$ cat src/rtl/uart_tx_mmio_pkg.sv
// Shared definitions for the memory-mapped UART transmitter: register offsets,
// STATUS bit positions, FSM state encoding and the default baud divisor.
package uart_tx_mmio_pkg;

   localparam logic [1:0] REG_TXDATA  = 2'd0;
   localparam logic [1:0] REG_STATUS  = 2'd1;
   localparam logic [1:0] REG_BAUDDIV = 2'd2;

   localparam int ST_FULL       = 0;
   localparam int ST_EMPTY      = 1;
   localparam int ST_BUSY       = 2;
   localparam int ST_OVERFLOW   = 3;
   localparam int ST_COUNT_LSB  = 4;
   localparam int ST_PARITY_CAP = 8;

   localparam logic [15:0] DEFAULT_DIV_VAL = 16'd434;

   typedef enum logic [2:0] {
      S_IDLE,
      S_START,
      S_DATA,
      S_PARITY,
      S_STOP
   } tx_state_t;

   // A divisor of zero behaves like one, so both reload the counter with 0.
   function automatic logic [15:0] bit_reload(input logic [15:0] div);
      return (div == 16'd0) ? 16'd0 : div - 16'd1;
   endfunction

endpackage

$ cat src/rtl/uart_tx_mmio_fifo.sv
// Synchronous FIFO (sync_fifo) holding bytes waiting for transmission; the
// occupancy count drives full/empty so a full FIFO is distinct from an empty one.
module sync_fifo #(
   parameter int WIDTH = 8,
   parameter int DEPTH = 8
) (
   input  logic                     clk,
   input  logic                     rst,
   input  logic                     push,
   input  logic [WIDTH-1:0]         push_data,
   input  logic                     pop,
   output logic [WIDTH-1:0]         pop_data,
   output logic                     full,
   output logic                     empty,
   output logic [$clog2(DEPTH):0]   count
);

   localparam int AW = $clog2(DEPTH);

   logic [WIDTH-1:0] mem [DEPTH];
   logic [AW-1:0]    wr_ptr;
   logic [AW-1:0]    rd_ptr;
   logic             do_push;
   logic             do_pop;

   // A push into a full FIFO is still accepted when a pop frees a slot that cycle.
   assign do_pop   = pop & ~empty;
   assign do_push  = push & (~full | do_pop);
   assign full     = (count == (AW+1)'(DEPTH));
   assign empty    = (count == '0);
   assign pop_data = mem[rd_ptr];

   always_ff @(posedge clk or negedge rst) begin
      if (!rst) begin
         wr_ptr <= '0;
         rd_ptr <= '0;
         count  <= '0;
      end else begin
         if (do_push)
            wr_ptr <= wr_ptr + 1'b1;
         if (do_pop)
            rd_ptr <= rd_ptr + 1'b1;
         case ({do_push, do_pop})
            2'b10:   count <= count + 1'b1;
            2'b01:   count <= count - 1'b1;
            default: count <= count;
         endcase
      end
   end

   always_ff @(posedge clk) begin
      if (do_push)
         mem[wr_ptr] <= push_data;
   end

endmodule

$ cat src/rtl/uart_tx_mmio.sv
// Memory-mapped 8N1 UART transmitter with byte FIFO, STATUS and BAUDDIV registers.
// Defining UART_TX_PARITY_EN adds an even-parity bit to every frame.
module uart_tx_mmio
   import uart_tx_mmio_pkg::*;
#(
   parameter int          FIFO_DEPTH  = 8,
   parameter logic [15:0] DEFAULT_DIV = DEFAULT_DIV_VAL
) (
   input  logic        clk,
   input  logic        rst,
   input  logic        ce,
   input  logic        we,
   input  logic [3:0]  sel,
   input  logic [31:0] addr,
   input  logic [31:0] data_i,
   output logic [31:0] data_o,
   output logic        tx
);

   tx_state_t                     state;
   logic [7:0]                    shift_reg;
   logic [2:0]                    bit_cnt;
   logic [15:0]                   baud_cnt;
   logic [15:0]                   bauddiv;
   logic [15:0]                   reload;
   logic                          bit_end;
   logic                          overflow;
   logic                          wr_en;
   logic [1:0]                    reg_sel;
   logic                          txdata_wr;
   logic                          status_wr;
   logic                          div_wr;
   logic                          fifo_pop;
   logic                          fifo_full;
   logic                          fifo_empty;
   logic [7:0]                    fifo_data;
   logic [$clog2(FIFO_DEPTH):0]   fifo_count;
   logic [4:0]                    count_ext;
   logic [31:0]                   status_word;
   logic                          unused_bits;
`ifdef UART_TX_PARITY_EN
   logic                          parity_bit;
`endif

   assign wr_en     = ce & we & (|sel);
   assign reg_sel   = addr[3:2];
   assign txdata_wr = wr_en & (reg_sel == REG_TXDATA);
   assign status_wr = wr_en & (reg_sel == REG_STATUS);
   assign div_wr    = wr_en & (reg_sel == REG_BAUDDIV);
   assign fifo_pop  = (state == S_IDLE) & ~fifo_empty;
   assign reload    = bit_reload(bauddiv);
   assign bit_end   = (baud_cnt == 16'd0);
   assign count_ext = 5'(fifo_count);

   assign unused_bits = ^{addr[31:4], addr[1:0], data_i[31:16], count_ext[4]};

   sync_fifo #(
      .WIDTH (8),
      .DEPTH (FIFO_DEPTH)
   ) u_fifo (
      .clk       (clk),
      .rst       (rst),
      .push      (txdata_wr),
      .push_data (data_i[7:0]),
      .pop       (fifo_pop),
      .pop_data  (fifo_data),
      .full      (fifo_full),
      .empty     (fifo_empty),
      .count     (fifo_count)
   );

   // A byte is dropped only when the FIFO is full and no frame start frees a slot.
   always_ff @(posedge clk or negedge rst) begin
      if (!rst) begin
         overflow <= 1'b0;
         bauddiv  <= DEFAULT_DIV;
      end else begin
         if (txdata_wr && fifo_full && !fifo_pop)
            overflow <= 1'b1;
         else if (status_wr && data_i[ST_OVERFLOW])
            overflow <= 1'b0;
         if (div_wr)
            bauddiv <= data_i[15:0];
      end
   end

   always_comb begin
      status_word                         = '0;
      status_word[ST_FULL]                = fifo_full;
      status_word[ST_EMPTY]               = fifo_empty;
      status_word[ST_BUSY]                = (state != S_IDLE);
      status_word[ST_OVERFLOW]            = overflow;
      status_word[ST_COUNT_LSB +: 4]      = count_ext[3:0];
`ifdef UART_TX_PARITY_EN
      status_word[ST_PARITY_CAP]          = 1'b1;
`endif
   end

   always_comb begin
      data_o = '0;
      if (ce && !we) begin
         case (reg_sel)
            REG_STATUS:  data_o = status_word;
            REG_BAUDDIV: data_o = {16'h0, bauddiv};
            default:     data_o = '0;
         endcase
      end
   end

   // Each bit lasts until baud_cnt reaches zero; the divisor is re-sampled only
   // at bit boundaries so a mid-bit BAUDDIV write never stretches the current bit.
   always_ff @(posedge clk or negedge rst) begin
      if (!rst) begin
         state      <= S_IDLE;
         tx         <= 1'b1;
         shift_reg  <= '0;
         bit_cnt    <= '0;
         baud_cnt   <= '0;
`ifdef UART_TX_PARITY_EN
         parity_bit <= 1'b0;
`endif
      end else begin
         case (state)
            S_IDLE: begin
               tx <= 1'b1;
               if (!fifo_empty) begin
                  state     <= S_START;
                  tx        <= 1'b0;
                  shift_reg <= fifo_data;
                  baud_cnt  <= reload;
`ifdef UART_TX_PARITY_EN
                  parity_bit <= ^fifo_data;
`endif
               end
            end
            S_START: begin
               if (bit_end) begin
                  state     <= S_DATA;
                  tx        <= shift_reg[0];
                  shift_reg <= shift_reg >> 1;
                  bit_cnt   <= 3'd0;
                  baud_cnt  <= reload;
               end else begin
                  baud_cnt  <= baud_cnt - 16'd1;
               end
            end
            S_DATA: begin
               if (bit_end) begin
                  baud_cnt <= reload;
                  if (bit_cnt == 3'd7) begin
`ifdef UART_TX_PARITY_EN
                     state <= S_PARITY;
                     tx    <= parity_bit;
`else
                     state <= S_STOP;
                     tx    <= 1'b1;
`endif
                  end else begin
                     tx        <= shift_reg[0];
                     shift_reg <= shift_reg >> 1;
                     bit_cnt   <= bit_cnt + 3'd1;
                  end
               end else begin
                  baud_cnt <= baud_cnt - 16'd1;
               end
            end
`ifdef UART_TX_PARITY_EN
            S_PARITY: begin
               if (bit_end) begin
                  state    <= S_STOP;
                  tx       <= 1'b1;
                  baud_cnt <= reload;
               end else begin
                  baud_cnt <= baud_cnt - 16'd1;
               end
            end
`endif
            S_STOP: begin
               if (bit_end) begin
                  state <= S_IDLE;
                  tx    <= 1'b1;
               end else begin
                  baud_cnt <= baud_cnt - 16'd1;
               end
            end
            default: begin
               state <= S_IDLE;
               tx    <= 1'b1;
            end
         endcase
      end
   end

endmodule

$ cat config.mk
export PLATFORM = sky130hd
export DESIGN_NAME = uart_tx_mmio
export DESIGN_NICKNAME = d
export VERILOG_FILES = /design/src/rtl/uart_tx_mmio_pkg.sv /design/src/rtl/uart_tx_mmio_fifo.sv /design/src/rtl/uart_tx_mmio.sv
export SDC_FILE = /design/constraint.sdc
export NUM_CORES = 1
export LEC_CHECK = 0
export CAP_MARGIN = 20
export CORE_UTILIZATION = 58
export DETAILED_ROUTE_END_ITERATION = 12
export PLACE_DENSITY = 0.93
export SYNTH_ARGS = -nofsm -noshare
export SYNTH_HDL_FRONTEND = slang
export SYNTH_SLANG_ARGS = --single-unit
$ cat constraint.sdc
create_clock -name clk -period 5.1 [get_ports clk]
set_input_delay 1.02 -clock clk [delete_from_list [all_inputs] [get_ports clk]]
set_output_delay 1.02 -clock clk [all_outputs]
set_load 0.05 [all_outputs]
==> results of run 1 <==
-- power by group --
| part | total, mW | internal [mW] | switching (mW) |
|---|---|---|---|
| Sequential | 1.49 | 1.22 | 0.266 |
| Combinational | 0.951 | 0.456 | 0.495 |
| Clock | 1.26 | 0.809 | 0.450 |
-- worst register-to-register path, stage by stage (launching register included) --
cell and delay [ns]:
dfrtp_1 0.47, or4_1 0.72, nand2b_1 0.23, inv_1 0.17
ha_1 0.28, ha_1 0.30, a21o_1 0.18, a21oi_1 0.25
xnor2_1 0.17, nor2_1 0.07, xor2_1 0.14
-- per-stage QoR --
stage | util (%) | total power, mW | hold slack [ns] | instance area, um2 | instances
6_report | 70.4 | 3.70 | 0.470 | 7300 | 702
5_1_grt | 70.4 | 3.85 | 0.506 | 7300 | 702
4_1_cts | 70.1 | 3.66 | 0.472 | 7270 | 701
3_5_place_dp | 64.1 | 2.38 | 0.463 | 6650 | 669
3_3_place_gp | 64.1 | 2.30 | 0.458 | 6640 | 668
2_1_floorplan | - | 2.13 | 0.449 | 6300 | 528
-- logic make-up (layout without fill, tap and decap cells) --
kind of cell               after synthesis  count (layout)  synth area share (%)
other                                    1              16                0.0601
muxes                                   52              52                  12.0
AOI/OAI and AO/OA                       79              79                  8.54
adders and majority gates               15              15                  3.13
and+or+nand+nor                        158             158                  13.5
xor gates and xnor gates                21              21                  2.95
DFF                                    122             122                  54.2
buffers and inverters                   65             103                  5.63
-- final cells by class --
type                    count  area [um2]
clock buffers              18         428
repair buffers             47         473
inverters                  24        90.1
flip-flops and latches    122        3380
clock inverters            14         194
well taps                 136         170
fillers                   616        3070
multi-input cells         341        2560
-- metal layers --
metal / global-route usage [%] / vias up
li1: - / 1945
met5: 0 / -
met1: 36.8 / 2210
met2: 46.6 / 274
met3: 7.30 / 49
met4: 14.2 / 0
-- worst max path at each step --
stage | from | end | slack [ns] | cells after the start
final | addr[2] | data_o[9] | 0.72 | 6
after global routing | addr[2] | data_o[9] | 0.63 | 6
after CTS | addr[2] | data_o[9] | 0.74 | 6
after detailed placement | addr[2] | data_o[9] | 0.82 | 6
after global placement | addr[2] | data_o[9] | 0.90 | 6
after floorplan | addr[2] | data_o[1] | 1.83 | 5
-- Yosys cell counts (all sizes together), types with 3 or more instances --
cell type / count / area (um2)
a211oi: 4 / 30.0
a21oi: 23 / 126
a22oi: 9 / 67.6
a31oi: 5 / 31.3
and2: 10 / 62.6
buf: 28 / 213
clkbuf: 13 / 48.8
dfrtp: 52 / 1300
dfstp: 6 / 158
edfxtp: 64 / 1920
ha: 14 / 175
inv: 24 / 90.1
mux2: 22 / 248
mux2i: 14 / 140
mux4: 16 / 360
nand2: 34 / 128
nand2b: 6 / 37.5
nand3: 11 / 60.1
nor2: 40 / 150
nor2b: 3 / 18.8
nor3: 16 / 90.1
nor3b: 3 / 22.5
nor4: 9 / 71.3
o211ai: 6 / 45.0
o21ai: 12 / 60.1
o221ai: 8 / 76.3
o22ai: 3 / 18.8
or3: 7 / 43.8
or4: 6 / 52.6
xnor2: 15 / 131
xor2: 6 / 52.6
==> impl_results.md, run 1 <==
* Status: completed
* I/O Pins at 105
* Flip-flop and latch count after synthesis at 122
* Post-CTS Resized at 0
* Router iterations before antenna repair at 5
* Count of input and output buffers at 42
* Slowest CP cell: clkdlybuf4s50_1
* Critical Path Max Stage Delay at 0.81 ns
* Period utilization at 85.9%
* Hold_buf cts at 0
* Seq/Total Area, Yosys at 54.2%
* DR vias/cell at 6.38
* Synth Warn # at 0
* Root Buffer: clkbuf_8
* Synthesized cell area at 6240 um2
* Most frequent cells in the layout: edfxtp_1, dfrtp_1, clkdlybuf4s50_1, nor2_1, nand2_1
* Worst Setup End Kind: output pin
* Max FFs per register at 64
* Antenna Violating Nets Remaining at 0
* Worst reg2reg startpoint: u_fifo.count[1]
* Drt wl/cell at 21.3 um
* Overall routing resource usage at 29.0%
* Initial Util at 60.2%
* Crit path cell chain: clkdlybuf4s50_1, inv_1, ha_1, and3b_1, and2_1, clkdlybuf4s50_1
* Clock skew at 0.00621 ns
* Biggest register: u_fifo.mem
* CP startpoint kind: input pin
* # nets final at 640
* RSZ-0062 raised after global routing: false
* Post-synth EDFFs at 64
* Initial antenna violation count at 0
* DR DRC count at 0
* TritonCTS clock tree: built
* Num rows at 37
* Num CTS Buffers at 17
* CP Data Required Time at 4.08 ns
* Post-synth ARST share at 47.5%
* Postcts setup bufs at 0
* Vias in the first global route at 4500
* Biggest registers after layout: u_fifo.mem (64), baud_cnt (16), bauddiv (16)
* Number of distinct library cells after synthesis at 59
* Vias at 4478
* Crit-path max FO at 10
* Max H-tree Level at 4
* Top FF cell, synth: edfxtp_1
* Setup TNS at 0 ns
* Top Metal Used: met4
* CP arrival at 3.36 ns
* Worst hold path type: reg2reg
* First-pass GRT wire length at 24000 um
* Post-Synthesis Cells at 513
* Max Root-Sink Buffers at 2
* GR Overflow Total at 0
* Die Y at 106 um
* R2R depth at 10
* Fmax at 228 MHz
* Buf/Inv on CP at 3
* Hold Path Stages at 2
* GPL Wtd Cong at 0.853
* Avg Synthesized Cell Area at 12.2 um2
* Area delta synth->final at 17.0%
* DR WL met2 at 7480 um
* DP HPWL at 9470 um
* Worst Tran Pin Value at 1.12 ns
* Max_cap viols at 0
* Routed Wire Length at 15000 um
* Final worst slack at 0.720 ns
* Hold endpoint: tx
* DR WL met3 at 1200 um
* Die area at 11200 um2
* Final setup violation count at 0
* Worst-Skew Late Latency at 0.53 ns
* Hold wc startpoint: tx
* Top delay family on crit path: buffers and inverters
* Reg-to-reg slack, setup at 2.01 ns
* Pleak at 2.72 nW
* Commonest non-fill, non-tap cell in the layout: edfxtp_1
* Place WS at 0.821 ns
* Worst VDD drop at 0.478 mV
* Drt initial violations at 367
* Die W at 106 um
* Most used cell, CP: clkdlybuf4s50_1
* Tmin final at 4.38 ns
* Slew Limit Fails at 0
* Diodes inserted at 0
* Crit path kind: in2out
* Final Hold Viols at 0
* Sink Count at 122
* Met1 Wirelength at 5820 um
* Power Density at 507 nW/um2
* R2r endpoint: u_fifo.count[3]
* Core area at 10400 um2
* Largest net degree at the start of global routing at 59
* Worst-path clk slew at 0.06 ns
* Layout cells sized above 1 at 16.3%
* Max-slew headroom at 25.6%
No activity file was read; power rests on OpenSTA's default activity.
==> run 2, diff against run 1 <==
--- a/config.mk
+++ b/config.mk
@@ -9,6 +9,7 @@
 export CORE_UTILIZATION = 58
 export DETAILED_ROUTE_END_ITERATION = 12
 export PLACE_DENSITY = 0.93
+export SETUP_SLACK_MARGIN = 0.4
 export SYNTH_ARGS = -nofsm -noshare
 export SYNTH_HDL_FRONTEND = slang
 export SYNTH_SLANG_ARGS = --single-unit
==> results of run 2 <==
No change in the layout: final DEF, timing and power equal those of run 1.
==> run 3, diff against run 2 <==
--- a/config.mk
+++ b/config.mk
@@ -6,10 +6,12 @@
 export NUM_CORES = 1
 export LEC_CHECK = 0
 export CAP_MARGIN = 20
+export CORE_MARGIN = 2
 export CORE_UTILIZATION = 58
 export DETAILED_ROUTE_END_ITERATION = 12
 export PLACE_DENSITY = 0.93
 export SETUP_SLACK_MARGIN = 0.4
+export SKIP_CTS_REPAIR_TIMING = 1
 export SYNTH_ARGS = -nofsm -noshare
 export SYNTH_HDL_FRONTEND = slang
 export SYNTH_SLANG_ARGS = --single-unit
==> constraint.sdc (replaced) <==
create_clock -name clk -period 5.1 [get_ports clk]
set_input_delay 0.765 -clock clk [delete_from_list [all_inputs] [get_ports clk]]
set_output_delay 0.765 -clock clk [all_outputs]
set_load 0.05 [all_outputs]
==> impl_results.md, run 3 (same netlist as run 1, synthesis figures left out) <==
* Die Y at 108 um
* Most frequent cells in the layout: edfxtp_1, dfrtp_1, clkdlybuf4s50_1, nor2_1, nand2_1
* Finished Layout Cells at 702
* Max Root-Sink Buffers at 2
* CP arrival at 3.09 ns
* Filler cells at 651
* Final setup violation count at 0
* Worst hold path type: in2async
* Sink Count at 122
* Overall routing resource usage at 28.9%
* Drt wl/cell at 22.7 um
* Pleak at 2.70 nW
* Routed Wire Length at 15900 um
* Initial antenna violation count at 0
* GPL Wtd Cong at 0.831
* CP startpoint kind: input pin
* Period utilization at 75.6%
* I/O Pins at 105
* Max H-tree Level at 4
* Post-Layout Inst Area at 7250 um2
* Drt initial violations at 508
* # nets final at 640
* Commonest non-fill, non-tap cell in the layout: edfxtp_1
* Place WS at 1.36 ns
* Max-slew headroom at 31.6%
* Cell Area, Placed at 6640 um2
* Core Util, Final at 69.9%
* Die W at 108 um
* Power Density at 499 nW/um2
* Worst reg2reg startpoint: state[0]
* DR DRC count at 0
* Initial Util at 60.2%
* DR vias/cell at 6.64
* GR Overflow Total at 0
* First-pass GRT wire length at 24900 um
* Vias in the first global route at 4607
* Fmax at 259 MHz
* Worst-path clk slew at 0.06 ns
* R2r endpoint: u_fifo.count[3]
* Setup TNS at 0 ns
* Reg-to-reg slack, setup at 2.02 ns
* Min Hold Slack at 0.383 ns
* Final Hold Viols at 0
* Num CTS Buffers at 17
* Clock skew at 0.00818 ns
* Final Total Pwr at 3.62 mW
* CP Data Required Time at 4.34 ns
* Slew Limit Fails at 0
* Placed insts at 668
* Die area at 11600 um2
* Area delta synth->final at 16.1%
* Biggest registers after layout: u_fifo.mem (64), baud_cnt (16), bauddiv (16)
* Num rows at 37
* Worst VDD drop at 0.338 mV
* Crit path kind: in2out
* RSZ-0062 raised after global routing: false
* Largest net degree at the start of global routing at 59
* Router iterations before antenna repair at 8
* Max_cap viols at 0
* Diodes inserted at 0
* Max FFs per register at 64
* Layout cells sized above 1 at 16.3%
* TritonCTS clock tree: built
* Worst Setup End Kind: output pin
* Root Buffer: clkbuf_8
* Tmin final at 3.86 ns
* Vias at 4660
* Crit-path max FO at 10
* Worst Tran Pin Value at 1.03 ns
* Count of input and output buffers at 42
* R2R depth at 11
* Worst-Skew Late Latency at 0.53 ns
* Core area at 10400 um2
* Antenna Violating Nets Remaining at 0
* DP HPWL at 9550 um
* Biggest register: u_fifo.mem
* Status: completed
* Final worst slack at 1.24 ns
run 3: changes by cell type in the layout (fill, tap and decap cells not counted), sizes merged:
cell / change
inv: +6
clkinvlp: -1
bufinv: -3
clkinv: -1
clkbuf: -1
run 3: cell type report:
cell class | instances | area, um2 | area share, %
sequential | 122 | 3380 | 46.7
multi-input combinational | 341 | 2560 | 35.4
timing repair buffer | 47 | 473 | 6.53
clock buffer | 17 | 414 | 5.72
tap | 136 | 170 | 2.35
clock inverter | 15 | 153 | 2.11
inverter | 24 | 90.1 | 1.24
run 3: layer usage:
layer	up-vias	track usage (%)	wire length, um
met5	-	0	0
met4	0	15.6	630
met3	70	5.81	1420
met2	340	48.1	8230
met1	2291	35.6	5670
li1	1959	-	-
run 3: how the worst max path moves through the flow:
stage                  from    endpoint  slack [ns]
floorplan           addr[2]   data_o[1]        2.34
global placement    addr[2]   data_o[9]        1.40
detailed placement  addr[2]  data_o[10]        1.36
CTS                 addr[2]  data_o[13]        1.28
global route        addr[2]  data_o[13]        1.13
finish              addr[2]  data_o[13]        1.24
run 3: where the power goes:
group	switching, mW	internal (mW)	leakage [nW]
clock network	0.486	0.664	0.280
logic	0.524	0.456	1.13
registers	0.263	1.22	1.29
total	1.27	2.34	2.70
run 3: worst max-delay path: stages:
cell and delay [ns]:
clkdlybuf4s50_1 0.42, inv_1 0.09, ha_1 0.41, and3b_1 0.40, and2_1 0.20, clkdlybuf4s50_1 0.81
